## config.mk

```make
export PLATFORM = sky130hd
export DESIGN_NAME = multicycle_ctrl_fsm
export DESIGN_NICKNAME = d
export VERILOG_FILES = /design/src/rtl/mc_ctrl_pkg.sv /design/src/rtl/mc_ctrl_outdec.sv /design/src/rtl/multicycle_ctrl_fsm.sv
export SDC_FILE = /design/constraint.sdc
export NUM_CORES = 1
export LEC_CHECK = 0
export ABC_AREA = 1
export CAP_MARGIN = 20
export CORE_UTILIZATION = 39
export DETAILED_ROUTE_END_ITERATION = 12
export GPL_ROUTABILITY_DRIVEN = 0
export PLACE_DENSITY_LB_ADDON = 0.25
export SLEW_MARGIN = 10
export SYNTH_ARGS = -nofsm -noshare
export SYNTH_HDL_FRONTEND = slang
export SYNTH_SLANG_ARGS = --single-unit
```

## constraint.sdc

```tcl
create_clock -name clk_i -period 1.7 [get_ports clk_i]
set_clock_uncertainty 0.2 [all_clocks]
set_input_delay 0.34 -clock clk_i [delete_from_list [all_inputs] [get_ports clk_i]]
set_output_delay 0.34 -clock clk_i [all_outputs]
set_load 0.01 [all_outputs]
```

## src/rtl/mc_ctrl_pkg.sv

```systemverilog
// mc_ctrl_pkg: shared encodings for the multi-cycle control sequencer
package mc_ctrl_pkg;
    localparam int ST_W    = 4;
    localparam int ALUOP_W = 3;
    typedef enum logic [ST_W-1:0] {
        ST_FETCH     = 4'd0,
        ST_DECODE    = 4'd1,
        ST_MEM_ADDR  = 4'd2,
        ST_MEM_READ  = 4'd3,
        ST_MEM_WB    = 4'd4,
        ST_MEM_WRITE = 4'd5,
        ST_EXEC_R    = 4'd6,
        ST_R_WB      = 4'd7,
        ST_EXEC_I    = 4'd8,
        ST_I_WB      = 4'd9,
        ST_BRANCH    = 4'd10,
        ST_JUMP      = 4'd11,
        ST_JAL       = 4'd12
    } state_t;
    localparam logic [5:0] OP_RTYPE = 6'h00;
    localparam logic [5:0] OP_J     = 6'h02;
    localparam logic [5:0] OP_JAL   = 6'h03;
    localparam logic [5:0] OP_BEQ   = 6'h04;
    localparam logic [5:0] OP_BNE   = 6'h05;
    localparam logic [5:0] OP_ADDI  = 6'h08;
    localparam logic [5:0] OP_SLTI  = 6'h0A;
    localparam logic [5:0] OP_LW    = 6'h23;
    localparam logic [5:0] OP_SW    = 6'h2B;
    localparam logic [ALUOP_W-1:0] ALU_ADD = 3'b000;
    localparam logic [ALUOP_W-1:0] ALU_SUB = 3'b001;
    localparam logic [ALUOP_W-1:0] ALU_R   = 3'b010;
    localparam logic [ALUOP_W-1:0] ALU_SLT = 3'b011;
    localparam logic [1:0] SRCB_B      = 2'd0;
    localparam logic [1:0] SRCB_FOUR   = 2'd1;
    localparam logic [1:0] SRCB_IMM    = 2'd2;
    localparam logic [1:0] SRCB_IMM_SH = 2'd3;
    localparam logic [1:0] PCSRC_ALU    = 2'd0;
    localparam logic [1:0] PCSRC_ALUOUT = 2'd1;
    localparam logic [1:0] PCSRC_JUMP   = 2'd2;
    localparam logic [1:0] REGDST_RT = 2'd0;
    localparam logic [1:0] REGDST_RD = 2'd1;
    localparam logic [1:0] REGDST_RA = 2'd2;
    typedef struct packed {
        logic               pc_write;
        logic               pc_write_cond;
        logic [1:0]         branch_type;
        logic               iord;
        logic               mem_read;
        logic               mem_write;
        logic               ir_write;
        logic               mem_to_reg;
        logic [1:0]         reg_dst;
        logic               reg_write;
        logic               alu_src_a;
        logic [1:0]         alu_src_b;
        logic [ALUOP_W-1:0] alu_op;
        logic [1:0]         pc_source;
        logic               illegal;
    } ctrl_t;
    function automatic logic legal_op(input logic [5:0] op);
        return op inside {OP_RTYPE, OP_J, OP_JAL, OP_BEQ, OP_BNE, OP_ADDI, OP_SLTI, OP_LW, OP_SW};
    endfunction
endpackage

```

## src/rtl/mc_ctrl_outdec.sv

```systemverilog
// mc_ctrl_outdec: state -> datapath control vector decode
module mc_ctrl_outdec
    import mc_ctrl_pkg::*;
(
    input  state_t     state,
    input  logic       mem_ready,
    input  logic [5:0] opcode,
    input  logic [1:0] sub_op,
    output ctrl_t      ctrl
);
    always_comb begin
        ctrl = '0;
        case (state)
            ST_FETCH: begin
                ctrl.mem_read  = 1'b1;
                ctrl.alu_src_b = SRCB_FOUR;
                ctrl.pc_write  = mem_ready;
                ctrl.ir_write  = mem_ready;
            end
            ST_DECODE: begin
                ctrl.alu_src_b = SRCB_IMM_SH;
                ctrl.illegal   = !legal_op(opcode);
            end
            ST_MEM_ADDR: begin
                ctrl.alu_src_a = 1'b1;
                ctrl.alu_src_b = SRCB_IMM;
            end
            ST_MEM_READ: begin
                ctrl.mem_read = 1'b1;
                ctrl.iord     = 1'b1;
            end
            ST_MEM_WB: begin
                ctrl.reg_write  = 1'b1;
                ctrl.reg_dst    = REGDST_RT;
                ctrl.mem_to_reg = 1'b1;
            end
            ST_MEM_WRITE: begin
                ctrl.mem_write = 1'b1;
                ctrl.iord      = 1'b1;
            end
            ST_EXEC_R: begin
                ctrl.alu_src_a = 1'b1;
                ctrl.alu_src_b = SRCB_B;
                ctrl.alu_op    = ALU_R;
            end
            ST_R_WB: begin
                ctrl.reg_write = 1'b1;
                ctrl.reg_dst   = REGDST_RD;
            end
            ST_EXEC_I: begin
                ctrl.alu_src_a = 1'b1;
                ctrl.alu_src_b = SRCB_IMM;
                ctrl.alu_op    = sub_op[1] ? ALU_SLT : ALU_ADD;
            end
            ST_I_WB: begin
                ctrl.reg_write = 1'b1;
                ctrl.reg_dst   = REGDST_RT;
            end
            ST_BRANCH: begin
                ctrl.alu_src_a     = 1'b1;
                ctrl.alu_op        = ALU_SUB;
                ctrl.pc_write_cond = 1'b1;
                ctrl.pc_source     = PCSRC_ALUOUT;
                ctrl.branch_type   = {1'b0, sub_op[0]};
            end
            ST_JUMP: begin
                ctrl.pc_write  = 1'b1;
                ctrl.pc_source = PCSRC_JUMP;
            end
            ST_JAL: begin
                ctrl.pc_write  = 1'b1;
                ctrl.pc_source = PCSRC_JUMP;
                ctrl.reg_write = 1'b1;
                ctrl.reg_dst   = REGDST_RA;
            end
            default: ctrl = '0;
        endcase
    end
endmodule

```

## src/rtl/multicycle_ctrl_fsm.sv

```systemverilog
// multicycle_ctrl_fsm: main control sequencer for the multi-cycle MIPS-subset datapath
module multicycle_ctrl_fsm
    import mc_ctrl_pkg::*;
(
    input  logic               clk_i,
    input  logic               rst_i,
    input  logic [5:0]         opcode_i,
    input  logic               mem_ready_i,
    output logic               PCWrite_o,
    output logic               PCWriteCond_o,
    output logic [1:0]         BranchType_o,
    output logic               IorD_o,
    output logic               MemRead_o,
    output logic               MemWrite_o,
    output logic               IRWrite_o,
    output logic               MemToReg_o,
    output logic [1:0]         RegDst_o,
    output logic               RegWrite_o,
    output logic               ALUSrcA_o,
    output logic [1:0]         ALUSrcB_o,
    output logic [ALUOP_W-1:0] ALUOp_o,
    output logic [1:0]         PCSource_o,
    output logic               illegal_o,
    output logic [ST_W-1:0]    state_o
);
    state_t     state, state_next;
    logic [1:0] sub_op;
    ctrl_t      ctrl, ctrl_q;
    always_comb begin
        state_next = ST_FETCH;
        case (state)
            ST_FETCH:     state_next = mem_ready_i ? ST_DECODE : ST_FETCH;
            ST_DECODE:
                case (opcode_i)
                    OP_RTYPE:      state_next = ST_EXEC_R;
                    OP_LW, OP_SW:  state_next = ST_MEM_ADDR;
                    OP_BEQ, OP_BNE: state_next = ST_BRANCH;
                    OP_ADDI, OP_SLTI: state_next = ST_EXEC_I;
                    OP_J:          state_next = ST_JUMP;
                    OP_JAL:        state_next = ST_JAL;
                    default:       state_next = ST_FETCH;
                endcase
            ST_MEM_ADDR:  state_next = (opcode_i == OP_SW) ? ST_MEM_WRITE : ST_MEM_READ;
            ST_MEM_READ:  state_next = mem_ready_i ? ST_MEM_WB : ST_MEM_READ;
            ST_MEM_WRITE: state_next = mem_ready_i ? ST_FETCH : ST_MEM_WRITE;
            ST_EXEC_R:    state_next = ST_R_WB;
            ST_EXEC_I:    state_next = ST_I_WB;
            default:      state_next = ST_FETCH;
        endcase
    end
    // Opcode low bits captured in DECODE pick branch sense and addi/slti ALUOp later
    always_ff @(posedge clk_i) begin
        if (!rst_i) begin
            state  <= ST_FETCH;
            sub_op <= 2'b00;
        end else begin
            state <= state_next;
            if (state == ST_DECODE) sub_op <= opcode_i[1:0];
        end
    end
    mc_ctrl_outdec u_outdec (
        .state     (state),
        .mem_ready (mem_ready_i),
        .opcode    (opcode_i),
        .sub_op    (sub_op),
        .ctrl      (ctrl)
    );
    assign ctrl_q        = rst_i ? ctrl : '0;
    assign PCWrite_o     = ctrl_q.pc_write;
    assign PCWriteCond_o = ctrl_q.pc_write_cond;
    assign BranchType_o  = ctrl_q.branch_type;
    assign IorD_o        = ctrl_q.iord;
    assign MemRead_o     = ctrl_q.mem_read;
    assign MemWrite_o    = ctrl_q.mem_write;
    assign IRWrite_o     = ctrl_q.ir_write;
    assign MemToReg_o    = ctrl_q.mem_to_reg;
    assign RegDst_o      = ctrl_q.reg_dst;
    assign RegWrite_o    = ctrl_q.reg_write;
    assign ALUSrcA_o     = ctrl_q.alu_src_a;
    assign ALUSrcB_o     = ctrl_q.alu_src_b;
    assign ALUOp_o       = ctrl_q.alu_op;
    assign PCSource_o    = ctrl_q.pc_source;
    assign illegal_o     = ctrl_q.illegal;
    assign state_o       = rst_i ? state : ST_FETCH;
endmodule

```

==> run summary <==
WL per Instance: 18.6 um
Final Hold Fails: 0
Area growth, synth to finish: 110%
Worst reg2reg startpoint: state[3]
Hold slack: 0.276 ns
Die Height: 43.7 um
Cell Chain, Critical Path: buf_6 > nor2_4 > nand2_2 > o211ai_1 > nand2_1 > inv_1 > buf_2
Met1 Use GR: 44.2%
Drt first-iter violations: 100
Total core area: 1560 um^2
Post-Syn Instances: 126
Met2 Track Usage GR: 59.7%
Largest family of logic cells by synthesized area: simple AND/OR/NAND/NOR gates
Post-synthesis simple-gate area fraction: 47.5%
Sw frac: 38.3%
Crit-path max FO: 5
Worst setup path class: reg2out
Part of the power in registers: 28.8%
Largest net degree at the start of global routing: 7
Antenna-violating nets left: 0
Vias post-DR: 1300
Synth Cell Area: 679 um^2
GRT Total Usage: 35.6%
Initial antenna violation count: 0
Complex-gate fraction of the synthesized area: 16.6%
Root buf cell: clkbuf_4
Main synth FF type: dfxtp_1
Number of synthesized flops with an enable pin: 0
Period minus WS final: 2.02 ns
Syn avg cell area: 5.39 um^2
Via density: 5.99
Yosys warnings: 0
Chip width: 43.7 um
Synth cell types: 22
Failing checks: DRC, setup timing
Global-route wire length before repair: 4.96 mm
I/O pins: 34
Gate power share: 43.5%
Internal: 0.000328 W
Pins Over Slew Limit: 0
Starting density of the core: 43.6%
Antenna diodes: 0
Fillers: 78
NetSw: 0.000204 W
Clock sinks: 6
CTS tree: built
Number of global-route vias before repair: 1088
Most used routing layer: met2
Fmax: 496 MHz
Clk buf depth: 2
Post-DP HPWL: 1.93 mm
Crit-path slowest cell: dfxtp_4
Worst EP required: 1.16 ns
Final net count: 212
Startpoint types: flop
Total power draw: 0.000532 W
Register bit count reported by yosys: 6
Clock power frac: 27.7%
Crit. End Element: primary output
Status: finished with violations
Clock-pin slew on the worst setup and hold paths: 0.06 ns
Pleak: 0.806 nW
Post-synthesis mux area share: 0%
RSZ-0062 raised after global routing: yes
Post-layout worst setup margin: -0.318 ns
Reg-to-Reg End: state[2]
Die area: 1910 um^2
Hold Path Stages: 2
Htree depth: 1
# rows: 14
PD cells: 373 nW/um^2
Max-cap violation count: 0
Xor/xnor share of the synthesized area: 0%
Worst vdd ir: 0.000419 V
Number of CTS-inserted buffers: 3
Clock Latency Late Sink: 0.25 ns
WL final: 4.03 mm
Period utilization: 119%
Pre-CTS WS: -0.773 ns
Final setup fails: 20
GR Overflow Total: 0
Critical Path AT: 1.48 ns
Async SR Flop Fraction: 0%
Area share of fa/ha/maj cells after synthesis: 0%
Flop-to-flop setup slack: 0 ns
Met3 GRT Util: 7.08%
Reg2reg path depth: 10
# DRC: 2
Hold Path Class: reg2reg
First-pass DRT Iterations: 9
Register area share after synthesis: 17.7%
Layout cells sized above 1: 53.7%
Number of port buffers: 31
Critical path's largest stage delay: 0.37 ns
HP Start: sub_op[0]
Hold endpoint: sub_op[0]
## critical path: cells and delay by family, from the launching register on
| family | cells | cell delay, ns |
|---|---|---|
| DFF | 1 | 0.37 |
| buffers and inverters | 3 | 0.33 |
| and+or+nand+nor | 3 | 0.39 |
| AOI/OAI and AO/OA | 1 | 0.13 |
## registers in the layout, summed over array words and instances, names as in the netlist
name,count
sub_op,2
state,4
## through the flow
stage / utilization [%] / setup TNS, ns / std cells / cell area, um^2
3_3_place_gp: 76.6 / -13.89 / 197 / 1190
3_5_place_dp: 76.6 / -14.44 / 197 / 1190
5_1_grt: 91.5 / -4.01 / 217 / 1430
6_report: 91.5 / -3.17 / 217 / 1430
2_1_floorplan: - / 0 / 127 / 683
4_1_cts: 82.6 / -1.90 / 210 / 1290
## worst max-delay path by stage
stage	start	endpoint	slack, ns	depth (start not counted)
after floorplan	state[1]	illegal_o	0.05	5
after CTS	state[2]	ALUSrcB_o[1]	-0.21	7
final	state[3]	RegWrite_o	-0.32	7
after global routing	state[3]	RegWrite_o	-0.35	7
after detailed placement	opcode_i[5]	illegal_o	-0.77	6
after global placement	opcode_i[2]	illegal_o	-0.73	6
## final cells by class
cell class                      count  area [um^2]  area share [%]
Multi-Input combinational cell     92          589            41.3
Clock buffer                        3         22.5            1.58
Sequential cell                     6          133            9.30
Inverter                           24         95.1            6.67
Tap cell                           16         20.0            1.40
Timing Repair Buffer               76          567            39.7
## metal layers
layer | vias up | share of wire (%)
li1 | 550 | -
met1 | 568 | 34
met2 | 141 | 47
met3 | 41 | 13
met4 | 0 | 6.3
met5 | - | 0
## cell usage after synthesis (2+ instances only)
library cell / count / area (um^2)
buf_4: 3 / 22.5
o21ai_0: 6 / 30.0
nand2_1: 26 / 97.6
dfxtp_1: 6 / 120
clkbuf_1: 2 / 7.51
nor4_1: 2 / 12.5
nor3_1: 2 / 10.0
inv_1: 22 / 82.6
nor2_4: 4 / 45.0
o22ai_1: 2 / 12.5
a21oi_1: 8 / 40.0
nor2_1: 21 / 78.8
inv_2: 2 / 7.51
nand3_1: 12 / 60.1
## logic make-up (layout without fill, tap and decap cells)
group | after synthesis | count (layout)
flops | 6 | 6
compound gates | 20 | 20
simple gates | 70 | 70
buf+inv | 29 | 103
other cells | 1 | 2
## power by group through the flow
stage           logic, W  clock network, W  registers (W)
2_1_floorplan  0.0000754                 0       0.000155
3_5_place_dp    0.000181                 0       0.000156
6_report        0.000231          0.000148       0.000153
4_1_cts         0.000191          0.000146       0.000153
5_1_grt         0.000241          0.000155       0.000154
3_3_place_gp    0.000176                 0       0.000156
## layout by cell type, fill, tap and decap left out, drive strengths merged
master         count
dlygate4sd2        8
a21oi              9
nor3               2
clkdlybuf4s15      1
nand3             12
nand4              1
clkdlybuf4s50      1
nor4               2
clkbuf             5
o22ai              2
o21ai              6
nor2              26
o211ai             1
buf               64
inv               24
dfxtp              6
nand2             27
o31ai              1
conb               2
a31oi              1
## repair_timing
action	4_1_cts	5_1_grt
setup buffers	10	7
endpoints found under the setup margin	25	21
hold buffers	0	0
gates resized for setup	114	38
pin swaps	15	14
Note: power is estimated with default switching activity, not from simulation.
